===== src/rtl/bit_serial_subtractor.sv =====
// Bit-serial n-bit subtractor: one full-subtractor step per clock, LSB first.
// Result and final borrow are published on the edge that processes the MSB.
module bit_serial_subtractor #(
   parameter int n = 4
) (
   input  logic         clk,
   input  logic         rst_n,
   input  logic         start,
   input  logic [n-1:0] a,
   input  logic [n-1:0] b,
   output logic         busy,
   output logic         done,
   output logic [n-1:0] d,
   output logic         bout
);

   localparam int cw = $clog2(n) + 1;

   typedef enum logic [1:0] {
      IDLE,
      RUN,
      DONE
   } state_t;

   state_t state_q;
   state_t state_d;

   logic [n-1:0]  sa;
   logic [n-1:0]  sb;
   logic [n-1:0]  res;
   logic          br;
   logic [cw-1:0] cnt;

   logic ak;
   logic bk;
   logic dbit;
   logic nbr;
   logic accept;
   logic last;

   assign ak   = sa[0];
   assign bk   = sb[0];
   assign dbit = ak ^ bk ^ br;
   assign nbr  = (~ak & bk) | (~(ak ^ bk) & br);

   always_comb begin
      state_d = state_q;
      accept  = 1'b0;
      last    = 1'b0;
      unique case (state_q)
         IDLE: begin
            if (start) begin
               accept  = 1'b1;
               state_d = RUN;
            end
         end
         RUN: begin
            last = (cnt == cw'(n - 1));
            if (last) state_d = DONE;
         end
         DONE: begin
            accept  = start;
            state_d = start ? RUN : IDLE;
         end
         default: state_d = IDLE;
      endcase
   end

   always_ff @(posedge clk) begin
      if (!rst_n) state_q <= IDLE;
      else        state_q <= state_d;
   end

   // start is only honoured via accept, so a/b/start are ignored in RUN
   always_ff @(posedge clk) begin
      if (!rst_n) begin
         sa   <= '0;
         sb   <= '0;
         res  <= '0;
         br   <= 1'b0;
         cnt  <= '0;
         d    <= '0;
         bout <= 1'b0;
      end else if (accept) begin
         sa  <= a;
         sb  <= b;
         res <= '0;
         br  <= 1'b0;
         cnt <= '0;
      end else if (state_q == RUN) begin
         sa  <= sa >> 1;
         sb  <= sb >> 1;
         res <= {dbit, res[n-1:1]};
         br  <= nbr;
         cnt <= cnt + cw'(1);
         if (last) begin
            d    <= {dbit, res[n-1:1]};
            bout <= nbr;
         end
      end
   end

   assign busy = (state_q == RUN);
   assign done = (state_q == DONE);

endmodule

===== config.mk =====
export PLATFORM = sky130hd
export DESIGN_NAME = bit_serial_subtractor
export DESIGN_NICKNAME = d
export VERILOG_FILES = /design/src/rtl/bit_serial_subtractor.sv
export SDC_FILE = /design/constraint.sdc
export NUM_CORES = 1
export LEC_CHECK = 0
export CAP_MARGIN = 20
export CORE_MARGIN = 2
export CORE_UTILIZATION = 40
export CTS_BUF_LIST = sky130_fd_sc_hd__clkbuf_4 sky130_fd_sc_hd__clkbuf_8
export DETAILED_ROUTE_END_ITERATION = 16
export SYNTH_ARGS = -nofsm -noshare
export SYNTH_HDL_FRONTEND = slang
export SYNTH_SLANG_ARGS = --single-unit

===== constraint.sdc =====
create_clock -name clk -period 1.7 [get_ports clk]
set_input_delay 0.34 -clock clk [delete_from_list [all_inputs] [get_ports clk]]
set_output_delay 0.34 -clock clk [all_outputs]
set_load 0.02 [all_outputs]

Word-level counts from Yosys, hierarchy flattened
Index checks and enable logic that the tools add are counted.

word-level totals
  register bits after elaboration = 23
  input bits = 11
  output and inout bits = 7

operators by class
  add/subtract/negate cells = 1
  equal/unequal tests = 5
  multiplexer cells = 11
  bitwise logic cells = 9
  reductions and logical operators = 5

operator list
  operator                                                number
  two-way mux 4 bit                                       4
  one-hot mux 2 bit (3 select lines)                      1
  two-way mux 2 bit                                       2
  NOT 1 bit                                               4
  adder 3 x 1 -> 3 bit (second input constant)            1
  equality test 3 x 2 -> 1 bit (second input constant)    1
  two-way mux 1 bit                                       3
  AND reduction 3 bit                                     1
  bitwise AND 1 bit                                       2
  equality test 2 x 1 -> 1 bit (second input constant)    1
  equality test 2 bit (second input constant)             1
  zero test 2 bit                                         1
  inequality test 2 x 1 -> 1 bit (second input constant)  1
  inequality test 2 bit (second input constant)           1
  one-hot mux 1 bit (2 select lines)                      1
  AND reduction 2 bit                                     1
  nonzero test 2 bit                                      1
  OR reduction 2 bit                                      1
  XOR 1 bit                                               2
  OR 1 bit                                                1

Longest topological paths before layout
Gate-level depths: netlist (run 1).

  word-level depth = 4
  depth in mapped cells = 6
  mapped depth without buffers = 5

Worst setup path before layout (run 1)
No wires, ideal clock.

  path kind = reg-to-reg
  start point = register cnt[0]
  end point = register d[0]
  setup time = 121 ps
  arrival time = 1126 ps
  setup slack = 453 ps
  cell stages (with the launch flop) = 7
  path buffers = 1
  cells stage by stage = dfxtp_1 -> ha_1 -> ha_1 -> clkbuf_1 -> nand3b_1 -> nand2_1 -> a21oi_1

between the ends
  word-level cells in the longest chain between the ends = 3

RTL lines
  what                                  RTL line  text
  start: declaration                    32        logic [cw-1:0] cnt;
  start signal: assignment              95        cnt <= cnt + cw'(1);
  equality test 3 x 2 -> 1 bit          58        last = (cnt == cw'(n - 1));
  two-way mux 1 bit                     50        unique case (state_q)
  AND reduction 3 bit (no source line)  n/a
  end signal: assignment                97        d <= {dbit, res[n-1:1]};
  end: declaration                      13        output logic [n-1:0] d,

Every way passes these cells.
A chain may end at the register's enable or synchronous reset.

Worst setup path after layout (run 1)
  start point = register bout
  end point = output port bout

RTL lines
  what                      RTL line  text
  start: declaration        14        output logic bout
  start signal: assignment  98        bout <= nbr;

No word-level cell between the ends.

==> results.toml, run 1 <==
[sta]
finalSetupViolCount = 0
worstMarginPinSlew_ns = 0.288
fin_setup_tns_ns = 0
timing.final.crit_share_pct = 94.7
max_freq_ghz = 0.621
rsz0062_at_grt = "no"
min_period_ns = 1.61
setup_slack_ns = 0.0896
max_slew_margin_pct = 80.7
maxSlewViolCount = 0
finalHoldViolCount = 0
fin_worst_skew_ns = 0.00262

[placement]
dp_slack_ns = 0.119
port_buffers = 17
placed_area_um2 = 1070
dp_hpwl_um = 1190
gp_congestion = 0.713

[synth]
synth_top_area_share_pct = 49.2
yosys-top-cells-area = "dfxtp_1 (49%), nand2_1 (9.2%), a21oi_1 (6.2%)"
synth.avg_cell_area_um2 = 8.77
synthCells = 102
synth.distinct_cells = 26
synth_seq_cells = 22
yosys-top-cells-count = "dfxtp_1 (22), nand2_1 (22), a21oi_1 (11)"
synth_ff_type = "dfxtp_1"
yosysTopAreaCell = "dfxtp_1"
synth-edff-count = 0
syn-num-nets = 116
synth_area_um2 = 895
ys_warn_count = 0
ys_async_sr_fraction_pct = 0
ys_seq_area_share_pct = 49.2

[floorplanning]
die_y_um = 51.3
dieArea_um2 = 2630
io_pins = 18
core_region_area_um2 = 2170
die_w_um = 51.3
start_util_pct = 41.2
rows = 17

[cells_and_area]
antenna_cells = 0
drive_above_1_share_pct = 7.50
areaGrowthSynthToFinish_pct = 23.6
final_util_pct = 51.0
finalInstanceArea_um2 = 1110
final_nets = 135

[cts]
cts_max_path_buffers = 2
cts_buffers = 3
worstSkewPairLatency_ns = 0.30
cts_tree = "done"
htreeDepth = 1
cts_hold_buf = 0
cts_root_buf = "clkbuf_4"
clkSinkCount = 22
clkTransAtPathRegs_ns = 0.11

[setup_path]
reg2reg_depth = 5
crit_path_top_delay_cell = "clkdlybuf4s50_1"
ff2ff_setup_slack_ns = 0.35
r2r-end = "d[0]"
arrival_ns = 1.27
crit_type = "register to primary output"
slowest_delay_ns = 0.60
path_buf_inv = 1
path_delay_family = "buffers and inverters"
crit_path_max_fanout = 2
reg2reg_from = "cnt[0]"
crit_chain = "clkdlybuf4s50_1"
start_kind = "register"
required_ns = 1.36
worstSetupEndpointType = "primary output"

[route]
first_pass_iters = 4
drt_iter0_drc = 24
viasPerCell = 4.81
wl_per_cell_um = 11.2
drt_wl_total_um = 1660
drtAntennaViolNets = 0
drc_errors = 0
vias = 712

[pwr]
cellPowerDensity_nw_per_um2 = 877
power.leakage_uw = 0.000402
ir_drop_v = 0.000565

[job]
cap_violations = 0

[min_path]
holdCritStartpoint = "d[1]"
min_to = "d[1]"
hold_path_depth = 2
hold_class = "register to register"

[outcome]
status = "finished, final reports clean"

[grt]
grt_pass1_wl_um = 2860
grt_overflow_total = 0
antenna_found_initial = 0
track_usage_pct = 14.8
grt_pass1_vias = 648
grt_start_max_net_pins = 21
## area by class of cell
type	count	area, µm²
Inverter	5	18.8
Timing Repair Buffer	19	183
Tap cell	28	35.0
Sequential cell	22	440
Clock buffer	4	36.3
Multi-Input combinational cell	70	393
Fill cell	229	1060
## metrics by stage
step                      hold WS, ns  power, µW  std cells
final                           0.464        970        148
after global routing            0.483       1030        148
after CTS                       0.465        990        148
after detailed placement        0.448        705        144
after global placement          0.447        704        144
after floorplan                 0.434        663        102
## cells in the final DEF, fill, tap and decap left out, drive strengths merged, types with 2 or more instances in the layout
cell type,count
buf,2
dlygate4sd2,2
and2b,2
o21ai,2
nand3,4
nor3,6
clkdlybuf4s50,15
nor2,5
a211oi,2
dfxtp,22
o22ai,3
clkbuf,4
nand2,22
nand2b,2
a21oi,11
a31oi,3
ha,2
inv,4
## state kept, by name (all words and copies together) (netlist names)
signal / count
br: 1
bout: 1
state_q: 2
d: 4
cnt: 3
sb: 4
sa: 4
res: 3
## metal layers
metal / vias up / GRT usage (%) / part of all wire [%]
li1: 387 / - / -
met1: 309 / 20.0 / 52
met2: 11 / 21.9 / 43
met3: 5 / 2.63 / 2.8
met4: 0 / 9.21 / 2.6
met5: - / 0 / 0
## cell families (layout without fill, tap and decap cells)
| group | after synthesis | count (layout) | share of synthesized area, % |
|---|---|---|---|
| xor+xnor | 1 | 1 | 0.979 |
| simple gates | 42 | 42 | 22.0 |
| buf+inv | 10 | 28 | 6.85 |
| flops | 22 | 22 | 49.2 |
| fa+ha+maj | 3 | 3 | 5.03 |
| compound gates | 24 | 24 | 15.9 |
## report_power, final
part | total [µW] | switching (µW) | internal (µW)
sequential | 554 | 14.2 | 540
combinational | 137 | 73.1 | 64.1
clock | 279 | 148 | 131
## worst max-delay path by stage
stage / endpoint / cells past startpoint / startpoint / slack [ns]
after global placement: bout / 3 / rst_n / 0.17
after CTS: bout / 1 / bout / 0.07
final: bout / 1 / bout / 0.09
after global routing: bout / 1 / bout / 0.04
after floorplan: d[0] / 6 / cnt[0] / 0.45
after detailed placement: bout / 3 / rst_n / 0.12
## timing repair
action                     4_1_cts  5_1_grt
buffers inserted                 0        0
setup endpoints to repair        2        0
resized for setup                2        0
Power figures use the tool's default switching activity.
==> run 2, diff against run 1 <==
--- a/config.mk
+++ b/config.mk
@@ -7,9 +7,11 @@
 export LEC_CHECK = 0
 export CAP_MARGIN = 20
 export CORE_MARGIN = 2
-export CORE_UTILIZATION = 40
+export CORE_UTILIZATION = 52
 export CTS_BUF_LIST = sky130_fd_sc_hd__clkbuf_4 sky130_fd_sc_hd__clkbuf_8
+export CTS_CLUSTER_SIZE = 20
 export DETAILED_ROUTE_END_ITERATION = 16
+export PLACE_DENSITY = 0.81
 export SYNTH_ARGS = -nofsm -noshare
 export SYNTH_HDL_FRONTEND = slang
 export SYNTH_SLANG_ARGS = --single-unit
==> run 2 against run 1 <==
Compared with the run above: total power is 5.3% lower; critical path depth stayed put; worst hold slack worse by 0.0045 ns; sequential cell count stayed put; utilization is 18 points higher; register-to-register slack better by 0.03 ns; die area is 21% lower; cell count is 8.8% lower; global-route usage is 4.9 points higher; critical endpoint unchanged; largest cell class unchanged.
==> results.toml, run 2 (same netlist as run 1, synthesis figures left out) <==
[min_path]
hold_path_depth = 2
hold_class = "register to register"

[cts]
cts_tree = "done"
cts_buffers = 3
cts_max_path_buffers = 2
clkTransAtPathRegs_ns = 0.11
htreeDepth = 1
cts_root_buf = "clkbuf_4"
clkSinkCount = 22
worstSkewPairLatency_ns = 0.30
cts_setup_buffers = 0

[setup_path]
crit_path_top_delay_cell = "clkdlybuf4s50_1"
crit_path_max_fanout = 2
reg2reg_depth = 5
worstSetupEndpointType = "primary output"
crit_type = "register to primary output"
slowest_delay_ns = 0.61
path_buf_inv = 1
worst-path-stages = 1
arrival_ns = 1.25
crit_chain = "clkdlybuf4s50_1"
start_kind = "register"
required_ns = 1.36
path_delay_family = "buffers and inverters"

[cells_and_area]
final_nets = 135
areaGrowthSynthToFinish_pct = 20.4
mostFrequentLayoutCells = "nand2_1 (22), dfxtp_1 (22), clkdlybuf4s50_1 (15)"
top_regs = "d x4, sa x4, sb x4"
drive_above_1_share_pct = 6.72
antenna_cells = 0
finalInstanceArea_um2 = 1080

[grt]
grt_overflow_total = 0
antenna_found_initial = 0
grt_pass1_vias = 716
track_usage_pct = 19.7
grt_pass1_wl_um = 2960
grt_start_max_net_pins = 21

[sta]
finalHoldViolCount = 0
maxSlewViolCount = 0
max_slew_margin_pct = 81.1
fin_worst_skew_ns = 0.00103
timing.final.crit_share_pct = 93.6
fin_setup_tns_ns = 0
max_freq_ghz = 0.628
finalSetupViolCount = 0
rsz0062_at_grt = "no"
min_period_ns = 1.59
worstMarginPinSlew_ns = 0.284

[pwr]
ir_drop_v = 0.000688
power.leakage_uw = 0.000395
cellPowerDensity_nw_per_um2 = 853

[placement]
dp_hpwl_um = 1220
gp_congestion = 0.729
port_buffers = 17
placed_area_um2 = 1060

[route]
drt_iter0_drc = 16
vias = 743
drc_errors = 0
first_pass_iters = 4
drtAntennaViolNets = 0
wl_per_cell_um = 11.9
drt_wl_total_um = 1600
viasPerCell = 5.50

[outcome]
status = "finished, final reports clean"

[floorplanning]
dieArea_um2 = 2070
io_pins = 18
die_w_um = 45.5
die_y_um = 45.5
start_util_pct = 57.4
core_region_area_um2 = 1560
rows = 14

[job]
cap_violations = 0
run 2: cell count changes in the layout (fill, tap and decap cells not counted), sizes merged:
| cell | previous run | this run |
|---|---|---|
| clkbuf | 4 | 3 |
run 2: power by group:
group,internal [µW],switching [µW]
clock network,82.6,144
logic,64.3,73.4
registers,540,15.2
total,687,232
run 2: routing by layer:
metal | vias to the layer above | track usage, % | wire, µm
li1 | 384 | - | -
met1 | 336 | 27.1 | 818
met2 | 19 | 31.0 | 714
met3 | 4 | 2.38 | 58
met4 | 0 | 8.82 | 13
met5 | - | 0 | 0
run 2: through the flow:
stage,util [%],setup WS [ns],hold WS [ns],instances,power (µW)
2_1_floorplan,-,0.453,0.434,102,663
3_3_place_gp,67.8,0.204,0.446,132,701
3_5_place_dp,67.8,0.137,0.447,132,706
4_1_cts,69.1,0.0953,0.463,135,932
5_1_grt,69.1,0.0705,0.475,135,962
6_report,69.1,0.108,0.459,135,919
run 2: what timing repair did:
action	CTS	global route
gates resized for setup	2	0
hold buffers	0	0
setup endpoints to repair	2	0
run 2: final timing paths:
path | slack (ns) | to | startpoint
worst max-delay path | 0.11 | bout | bout
worst min-delay path | 0.46 | d[2] | d[2]
worst max register to register | 0.38 | d[1] | cnt[0]
worst min register to register | 0.46 | d[2] | d[2]
run 2: final cells by class:
class / count / area (µm²)
tap: 16 / 20.0
multi-input combinational: 70 / 393
timing repair buffer: 19 / 183
sequential: 22 / 440
inverter: 5 / 18.8
fill: 131 / 482
clock buffer: 3 / 22.5
==> run 3, diff against run 2 <==
--- a/config.mk
+++ b/config.mk
@@ -6,12 +6,12 @@
 export NUM_CORES = 1
 export LEC_CHECK = 0
 export CAP_MARGIN = 20
-export CORE_MARGIN = 2
+export CORE_MARGIN = 10
 export CORE_UTILIZATION = 52
 export CTS_BUF_LIST = sky130_fd_sc_hd__clkbuf_4 sky130_fd_sc_hd__clkbuf_8
 export CTS_CLUSTER_SIZE = 20
 export DETAILED_ROUTE_END_ITERATION = 16
-export PLACE_DENSITY = 0.81
+export PLACE_DENSITY = 0.83
 export SYNTH_ARGS = -nofsm -noshare
 export SYNTH_HDL_FRONTEND = slang
 export SYNTH_SLANG_ARGS = --single-unit
==> run 3 against run 2 <==
Compared with the run above: global-route usage shrank 8.5 points; non-clock buffer count unchanged; critical path depth unchanged; largest cell class unchanged; total power up 6.9%; register-to-register slack about the same; first-iteration DRC count stayed put; maximum frequency down 2.3%; sequential share of layout area is 0.52 points lower.
==> results.toml, run 3 (same netlist as run 1, synthesis figures left out) <==
[outcome]
status = "finished, final reports clean"

[placement]
dp_slack_ns = 0.176
port_buffers = 17
placed_area_um2 = 1060
dp.cells = 132
gp_congestion = 0.763
dp_hpwl_um = 1400

[cells_and_area]
finalInstanceArea_um2 = 1090
top_regs = "d x4, sa x4, sb x4"
antenna_cells = 0
final_nets = 135
areaGrowthSynthToFinish_pct = 22.0
mostFrequentLayoutCells = "nand2_1 (22), dfxtp_1 (22), clkdlybuf4s50_1 (15)"
nFillCells = 128
fin_cells = 136
drive_above_1_share_pct = 7.50

[cts]
cts_max_path_buffers = 2
clkTransAtPathRegs_ns = 0.12
worstSkewPairLatency_ns = 0.31
cts_hold_buf = 0
cts_tree = "done"
clkSinkCount = 22
htreeDepth = 1
cts_buffers = 3
post_cts_resized = 2
cts_setup_buffers = 0
cts_root_buf = "clkbuf_4"

[grt]
grt_overflow_total = 0
grt_pass1_vias = 715
antenna_found_initial = 0
grt_pass1_wl_um = 3180
track_usage_pct = 11.3
grt_start_max_net_pins = 21

[setup_path]
required_ns = 1.36
crit_path_top_delay_cell = "clkdlybuf4s50_1"
slowest_delay_ns = 0.62
crit_chain = "clkdlybuf4s50_1"
ff2ff_setup_slack_ns = 0.37
path_buf_inv = 1
worstSetupEndpointType = "primary output"
crit_type = "register to primary output"
path_delay_family = "buffers and inverters"
crit_path_max_fanout = 2
start_kind = "register"
arrival_ns = 1.29

[route]
drc_errors = 0
first_pass_iters = 5
wl_per_cell_um = 13.7
viasPerCell = 5.49
drt_iter0_drc = 16
drtAntennaViolNets = 0
drt_wl_total_um = 1860
vias = 747

[sta]
rsz0062_at_grt = "no"
fin_worst_skew_ns = 0.00421
timing.final.crit_share_pct = 95.9
maxSlewViolCount = 0
max_freq_ghz = 0.614
max_slew_margin_pct = 80.9
min_period_ns = 1.63
setup_slack_ns = 0.0703
worstMarginPinSlew_ns = 0.286
fin_setup_tns_ns = 0
finalSetupViolCount = 0
finalHoldViolCount = 0

[floorplanning]
core_region_area_um2 = 1560
dieArea_um2 = 3780
start_util_pct = 57.4
io_pins = 18
rows = 14
die_y_um = 61.5
die_w_um = 61.5

[pwr]
ir_drop_v = 0.000704
p_seq_share_pct = 56.5
swShare_pct = 25.2
power.switching_uw = 247
power_uw = 983
clock_power_share_pct = 29.5
power_frac_comb_pct = 14.0
cellPowerDensity_nw_per_um2 = 901
power.leakage_uw = 0.000402
internal_power_uw = 736

[min_path]
hold_class = "register to register"

[job]
cap_violations = 0
## run 3: power by group through the flow
stage	logic [µW]	clock network [µW]	registers (µW)
after detailed placement	138	0	567
after floorplan	99.1	0	564
after global routing	156	311	558
after CTS	138	293	556
after global placement	137	0	566
final	138	290	556
## run 3: area by class of cell
class,count,area [µm²],area share [%]
sequential,22,440,40.4
multi-input combinational,70,393,36.0
timing repair buffer,19,183,16.7
clock buffer,4,36.3,3.33
tap,16,20.0,1.83
inverter,5,18.8,1.72
## run 3: worst reg2reg max path, cell delays in order (launching register included)
cell and delay [ns]:
dfxtp_1 0.37, ha_1 0.15, ha_1 0.31, nand3b_1 0.21
nand2_1 0.11, a21oi_1 0.07
## run 3: path summary, 6_finish.rpt
kind | startpoint | to | cells after the start
hold reg to reg | sa[3] | sa[3] | 2
hold / removal | sa[3] | sa[3] | 2
setup reg to reg | cnt[0] | d[3] | 5
setup / recovery | d[1] | d[1] | 1
## run 3: metrics by stage
stage	hold slack [ns]	utilization, %
2_1_floorplan	0.434	-
3_3_place_gp	0.447	67.8
3_5_place_dp	0.454	67.8
4_1_cts	0.473	70.0
5_1_grt	0.486	70.0
6_report	0.470	70.0
## run 3: metal layers
layer,part of all wire (%),up-vias,global-route usage [%]
met3,6.2,5,4.53
met2,47,15,17.0
li1,-,386,-
met1,45,341,13.5
met5,0,-,0
met4,2.1,0,5.73
